File: src/rtl/mac_unit_pkg.sv
// Shared opcode definitions for the SAP-1 multiply-accumulate unit.
package mac_unit_pkg;

    // Width of the opcode field sampled by the MAC unit.
    localparam int OPCODE_WIDTH = 4;

    // Operation codes. Codes 8-15 are unassigned and behave as NOP.
    typedef enum logic [OPCODE_WIDTH-1:0] {
        NOP       = 4'd0,
        MAC_RESET = 4'd1,
        MAC_REGA  = 4'd2,
        MAC_REGB  = 4'd3,
        MAC_MULT  = 4'd4,
        MAC_ACC   = 4'd5,
        MAC_MSW   = 4'd6,
        MAC_LSW   = 4'd7
    } mac_op_e;

endpackage : mac_unit_pkg

File: src/rtl/mac_unit.sv
// Unsigned multiply-accumulate unit: two operand registers, a full-width
// product register, a double-width accumulator with a sticky carry flag, and
// a registered output that exposes either half of the accumulator.
module mac_unit
    import mac_unit_pkg::*;
#(
    parameter int DATA_WIDTH = 8
) (
    input  logic                  clk,
    input  logic                  a_reset_n,
    input  logic [DATA_WIDTH-1:0] data_in,
    input  logic [3:0]            opcode,
    output logic                  acc_overflow,
    output logic [DATA_WIDTH-1:0] data_out
);

    localparam int AW = 2 * DATA_WIDTH;

    logic [DATA_WIDTH-1:0] reg_a;
    logic [DATA_WIDTH-1:0] reg_b;
    logic [AW-1:0]         product;
    logic [AW-1:0]         acc;

    // Decoded single-cycle operation strobes
    logic do_clear;
    logic do_load_a;
    logic do_load_b;
    logic do_mult;
    logic do_acc;
    logic do_msw;
    logic do_lsw;

    logic [AW:0]   acc_sum;
    logic [AW-1:0] mult_result;

    // Unsigned add that returns the carry-out in the top bit.
    function automatic logic [AW:0] add_with_carry(input logic [AW-1:0] x,
                                                   input logic [AW-1:0] y);
        return {1'b0, x} + {1'b0, y};
    endfunction

    // Zero-extended unsigned multiply; the full product always fits in AW bits.
    function automatic logic [AW-1:0] mul_full(input logic [DATA_WIDTH-1:0] x,
                                               input logic [DATA_WIDTH-1:0] y);
        return {{DATA_WIDTH{1'b0}}, x} * {{DATA_WIDTH{1'b0}}, y};
    endfunction

    assign acc_sum     = add_with_carry(acc, product);
    assign mult_result = mul_full(reg_a, reg_b);

    // Decode the opcode into one-hot strobes; unassigned codes fall to NOP.
    always_comb begin
        do_clear  = 1'b0;
        do_load_a = 1'b0;
        do_load_b = 1'b0;
        do_mult   = 1'b0;
        do_acc    = 1'b0;
        do_msw    = 1'b0;
        do_lsw    = 1'b0;
        case (opcode)
            MAC_RESET: do_clear  = 1'b1;
            MAC_REGA:  do_load_a = 1'b1;
            MAC_REGB:  do_load_b = 1'b1;
            MAC_MULT:  do_mult   = 1'b1;
            MAC_ACC:   do_acc    = 1'b1;
            MAC_MSW:   do_msw    = 1'b1;
            MAC_LSW:   do_lsw    = 1'b1;
            default:   ;
        endcase
    end

    // All datapath state updates; every register holds unless its strobe fires.
    always_ff @(posedge clk or negedge a_reset_n) begin
        if (!a_reset_n) begin
            reg_a        <= '0;
            reg_b        <= '0;
            product      <= '0;
            acc          <= '0;
            acc_overflow <= 1'b0;
            data_out     <= '0;
        end else begin
            if (do_clear) begin
                product      <= '0;
                acc          <= '0;
                acc_overflow <= 1'b0;
            end
            if (do_load_a) begin
                reg_a <= data_in;
            end
            if (do_load_b) begin
                reg_b <= data_in;
            end
            if (do_mult) begin
                product <= mult_result;
            end
            if (do_acc) begin
                // Carry-out is OR-ed in so the flag stays set once raised.
                acc          <= acc_sum[AW-1:0];
                acc_overflow <= acc_overflow | acc_sum[AW];
            end
            if (do_msw) begin
                data_out <= acc[AW-1:DATA_WIDTH];
            end
            if (do_lsw) begin
                data_out <= acc[DATA_WIDTH-1:0];
            end
        end
    end

endmodule : mac_unit

File: config.mk
export PLATFORM = sky130hd
export DESIGN_NAME = mac_unit
export DESIGN_NICKNAME = d
export VERILOG_FILES = /design/src/rtl/mac_unit_pkg.sv /design/src/rtl/mac_unit.sv
export SDC_FILE = /design/constraint.sdc
export NUM_CORES = 1
export LEC_CHECK = 0
export ABC_AREA = 1
export ABC_CLOCK_PERIOD_IN_PS = 9100
export BUFFER_PORTS_ARGS = -buffer_cell sky130_fd_sc_hd__buf_2
export CAP_MARGIN = 25
export CORE_UTILIZATION = 46
export DETAILED_ROUTE_END_ITERATION = 12
export SYNTH_ARGS = -nofsm -noshare
export SYNTH_HDL_FRONTEND = slang
export SYNTH_SLANG_ARGS = --single-unit
File: constraint.sdc
create_clock -name clk -period 9.1 [get_ports clk]
set_clock_uncertainty 0.05 [all_clocks]
set_input_delay 1.82 -clock clk [delete_from_list [all_inputs] [get_ports clk]]
set_output_delay 1.82 -clock clk [all_outputs]
set_load 0.01 [all_outputs]
==> results.ini, run 1 <==
[timing]
grt_setup_unrepaired=false
worst_slew_margin_rel=0.492
finalSetupTns_ps=0
hold_viol=0
drv_slew=0
finalSetupViolCount=0
period_share=0.448
tightestPinTransition_ps=763
min_period_ps=4080
fmax_mhz=245
whs_ps=430

[die]
initial_utilization=0.477
die_area_mm2=0.0124
die_w_um=112
core-area_mm2=0.0116
num_rows=39
die-height_um=112
ioPinCount=23

[global_routing]
antenna_found_initial=0
grt_max_degree=58
grt_pass1_wl_um=21100
gr-total-overflow=0
grt_usage=0.212
grt_pass1_vias=4571

[logic_synthesis]
yosysUniqueCellTypes=32
syn_area_mm2=0.00552
synth_flop_cell=dfrtp_1
syn_area_per_cell_um2=7.11
yosysSeqAreaShare=0.258
yosys.area.top_type=dfrtp_1
synthTopCellsByArea=dfrtp_1 26%, nand2_1 17%, fa_1 13%
ys_ff_latch=57
syn-num-nets=880
synth_top_area_frac=0.258
ys_warn_count=0
synth_edf_count=0
synthArstFlopShare=1.00
syn_inst=777

[clock_network]
clkSinkCount=57
h-tree-depth=3
postCtsHoldBufs=0
post_cts_buffers=0
cts_repair_resize_count=0
path_clk_slew_ps=50
root_buffer=clkbuf_16
numCtsBuffers=9
insertion_delay_ps=330
clock_path_buffers=2
cts_tree=yes

[route]
wire_per_inst_um=12.9
first_pass_iters=9
wl_met2_um=5980
met3_length_um=273
wl_um=12000
drc_errors=2
route.vias.total=4631
detail_route.vias_per_cell=4.96
drtIter0Drc=194
wl_met1_um=5500
drtAntennaViolNets=0
routed.top_layer=met4

[final_layout]
syn_to_final_growth_pct=8.66
antennaDiodeCount=0
drive_gt1_frac=0.0646
final_cell_mix=257 x nand2_1, 167 x inv_1, 57 x dfrtp_1
fin_nets=889
final_common_cell=nand2_1

[placement]
gp_congestion=0.910
hpwlAfterDp_um=9620
io_buffer_count=22

[outcome]
violations=DRC
status=complete, but fails checks

[setup_path]
path_delay_family=adder cells
r2r_slack_ps=5020
ff2ff_path_depth=18
crit_arrival_ps=4280
critPathMaxStageDelay_ps=550
cp_cell_sequence=nand2_1 > fa_1 > fa_1 > inv_1 > fa_1 > inv_1 > fa_1 > inv_1 > ha_1 > nand2_1 > inv_1 > nand2_1 > nand2_1 > nand2_1 > nand3_1 > nand2_1 > nand2_1 > o21ai_1
crit_path_frequent_cell=nand2_1
end_kind=register
crit_required_ps=9310
path_max_fanout=9
worst_path_max_delay_cell=fa_1
start_kind=register
critPathBufInv=4
crit_type=register to register
r2r-end=product[12]$_DFFE_PN0P_
reg2reg_from=reg_a[0]$_DFFE_PN0N_

[pwr]
ir_worst_vdd_mv=0.153
p_per_area_mw_per_mm2=239
power.leakage_nw=3.77

[worst_hold_path]
hold_path_class=register to register
hold_path_startpoint=data_out[7]$_DFFE_PN0P_
min_path_cells=1
worstHoldEndpoint=data_out[7]$_DFFE_PN0P_

[job]
maxCapViolCount=0

==> flip-flops by register name, summed over array words and instances (netlist names) <==
register	count
data_out	8
reg_a	8
reg_b	8
product	16
acc_overflow	1
acc	16
==> area by class of cell <==
type / count / area (um^2)
flip-flops and latches: 57 / 1430
clock inverters: 5 / 81.3
well taps: 143 / 179
clock buffers: 10 / 229
fillers: 1127 / 5570
repair buffers: 23 / 118
multi-input cells: 522 / 3310
inverters: 173 / 652
==> layer usage <==
| metal | track usage | vias up |
|---|---|---|
| met5 | 0 | - |
| met4 | 0.0721 | 0 |
| met3 | 0.0397 | 16 |
| met2 | 0.380 | 78 |
| met1 | 0.255 | 2174 |
| li1 | - | 2363 |
==> kinds of logic after synthesis <==
logic type                 after synthesis  share of synthesized area
xor gates and xnor gates                 6                    0.00952
adders and majority gates               89                      0.252
DFF                                     57                      0.258
and+or+nand+nor                        354                      0.262
AOI/OAI and AO/OA                       73                     0.0770
buffers and inverters                  198                      0.141
==> through the flow <==
stage          total power, mW  cell area [um^2]  instances  worst slack (ps)   util
2_1_floorplan            0.915              5520        777              5210      -
3_3_place_gp              1.07              5690        918              5090  0.492
3_5_place_dp              1.08              5690        918              5020  0.492
4_1_cts                   1.45              6000        933              5000  0.519
5_1_grt                   1.58              6000        933              4720  0.519
6_report                  1.43              6000        933              5020  0.519
==> cell usage after synthesis (all sizes together), types with 5 or more instances <==
library cell / n
fa: 37
dfrtp: 57
nor3: 6
a21oi: 15
buf: 7
o21a: 8
a22o: 6
nand3: 36
ha: 52
xnor2: 5
nor2: 43
nand2: 257
clkbuf: 18
o21ai: 39
inv: 173
==> power breakdown <==
group	internal [mW]	total [mW]	switching [mW]
registers	0.317	0.401	0.0845
logic	0.264	0.673	0.409
clock network	0.238	0.356	0.119
total	0.819	1.43	0.612
==> worst max path at each step <==
stage	start	endpoint	slack, ps	cells past startpoint
6_report	reg_a[0]$_DFFE_PN0N_	product[12]$_DFFE_PN0P_	5020	18
5_1_grt	reg_a[0]$_DFFE_PN0N_	product[15]$_DFFE_PN0P_	4720	16
4_1_cts	reg_a[0]$_DFFE_PN0N_	product[13]$_DFFE_PN0P_	5000	18
3_5_place_dp	reg_a[0]$_DFFE_PN0N_	product[13]$_DFFE_PN0P_	5020	18
3_3_place_gp	reg_a[0]$_DFFE_PN0N_	product[13]$_DFFE_PN0P_	5090	18
2_1_floorplan	reg_a[0]$_DFFE_PN0N_	product[13]$_DFFE_PN0P_	5210	19
Note: power is estimated with default switching activity, not from simulation.
==> run 2: changes to the inputs <==
- ABC_CLOCK_PERIOD_IN_PS: 9100 -> 3350
- clock period: 9.1 -> 3.35 ns (I/O delays scaled with it)
==> results.ini, run 2 (synthesized netlist as in run 1, its figures left out) <==
[timing]
worst_slew_margin_rel=0.607
grt_setup_unrepaired=true
hold_viol=0
min_period_ps=3760
finalSetupViolCount=10
whs_ps=274
drv_slew=0
tightestPinTransition_ps=589
fmax_mhz=266
period_share=1.12
finalSetupTns_ps=-3470
final.setup.worst_slack_ps=-415

[clock_network]
cts_tree=yes
path_clk_slew_ps=50
clock_path_buffers=2
numCtsBuffers=9
h-tree-depth=3
root_buffer=clkbuf_16
clkSinkCount=57
postCtsHoldBufs=0
insertion_delay_ps=330

[setup_path]
crit_required_ps=3520
crit_type=register to register
end_kind=register
path_max_fanout=8
start_kind=register
crit_arrival_ps=3940

[outcome]
violations=DRC, setup timing
status=complete, but fails checks

[pwr]
power.leakage_nw=4.06
ir_worst_vdd_mv=0.367
total_power_mw=4.87
p_per_area_mw_per_mm2=721

[final_layout]
final_cell_mix=226 x nand2_1, 148 x inv_1, 44 x ha_1, 44 x dfrtp_1, 37 x buf_4
antennaDiodeCount=0
post-route-util=0.585
multi_input_area_mm2=0.00366
largestRegisters=acc x16, product x16
register_area_mm2=0.00144
fin_area_mm2=0.00676
drive_gt1_frac=0.232
syn_to_final_growth_pct=22.5
final_common_cell=nand2_1
nFillCells=1047
fin_nets=934
fin_cells=978

[placement]
gp_congestion=0.863
hpwlAfterDp_um=10200
io_buffer_count=22
place_area_mm2=0.00609
dp.cells=953
place_ws_ps=-393

[die]
num_rows=39
die-height_um=112
ioPinCount=23
core-area_mm2=0.0116
die_w_um=112
initial_utilization=0.477
die_area_mm2=0.0124

[route]
detail_route.vias_per_cell=4.95
first_pass_iters=8
drtIter0Drc=209
route.vias.total=4842
drtAntennaViolNets=0
drc_errors=2
wire_per_inst_um=13.5
wl_um=13200

[worst_hold_path]
hold_path_class=input pin to asynchronous set/reset pin

[global_routing]
grt_pass1_wl_um=23100
grt_pass1_vias=5066
grt_usage=0.234
antenna_found_initial=0
gr-total-overflow=0
grt_max_degree=37

[job]
maxCapViolCount=0

run 2: changes by cell type in the layout (fill, tap and decap cells not counted), sizes merged:
cell | previous run | this run
buf | 23 | 68
clkbuf | 10 | 11
clkinv | 2 | 1
run 2: per-layer routing:
| layer | track usage | vias to the layer above | routed length (um) |
|---|---|---|---|
| li1 | - | 2455 | - |
| met1 | 0.258 | 2285 | 5550 |
| met2 | 0.445 | 71 | 6910 |
| met3 | 0.0365 | 31 | 325 |
| met4 | 0.0964 | 0 | 392 |
| met5 | 0 | - | 0 |
run 2: path summary, 6_finish.rpt:
path	end	from	depth (start not counted)	slack, ps
setup / recovery	product[14]$_DFFE_PN0P_	reg_b[3]$_DFFE_PN0N_	19	-410
hold / removal	acc[0]$_DFFE_PN0P_	a_reset_n	1	270
setup reg to reg	product[14]$_DFFE_PN0P_	reg_b[3]$_DFFE_PN0N_	19	-410
hold reg to reg	data_out[6]$_DFFE_PN0P_	data_out[6]$_DFFE_PN0P_	1	430
max in group asynchronous	reg_b[4]$_DFFE_PN0N_	a_reset_n	2	2380
min in group clk	data_out[6]$_DFFE_PN0P_	data_out[6]$_DFFE_PN0P_	1	430
run 2: timing repair:
| item | CTS | global route |
|---|---|---|
| setup endpoints to repair | 11 | 11 |
| pin swaps | 26 | 32 |
| cloned | 0 | 0 |
| hold endpoints to repair | 0 | 0 |
| gates resized for setup | 43 | 45 |
| buffers inserted | 6 | 4 |
run 2: worst max-delay path: stages, from the launching register on:
cell     delay (ps)
dfrtp_2         470
buf_4           160
nand2_2          50
fa_1            430
fa_1            500
inv_1            50
fa_1            470
inv_1            50
fa_1            480
inv_2            40
ha_4            300
nand2_2          60
nand2_2          90
nand2_2          70
nand2_2          70
nand2_2          60
nand3_2          60
nand2_1          50
nand3_1          60
nand2_1          60
run 2: report_power, final:
part,internal [mW],switching (mW),leakage [nW]
clock,0.687,0.324,0.158
sequential,0.868,0.201,0.723
combinational,1.26,1.53,3.18
total,2.82,2.05,4.06
run 2: final cells by class:
cell class | count | share of cell area
Inverter | 173 | 0.0964
Clock buffer | 11 | 0.0374
Clock inverter | 4 | 0.0113
Sequential cell | 57 | 0.213
Multi-Input combinational cell | 522 | 0.542
Tap cell | 143 | 0.0265
Timing Repair Buffer | 68 | 0.0736
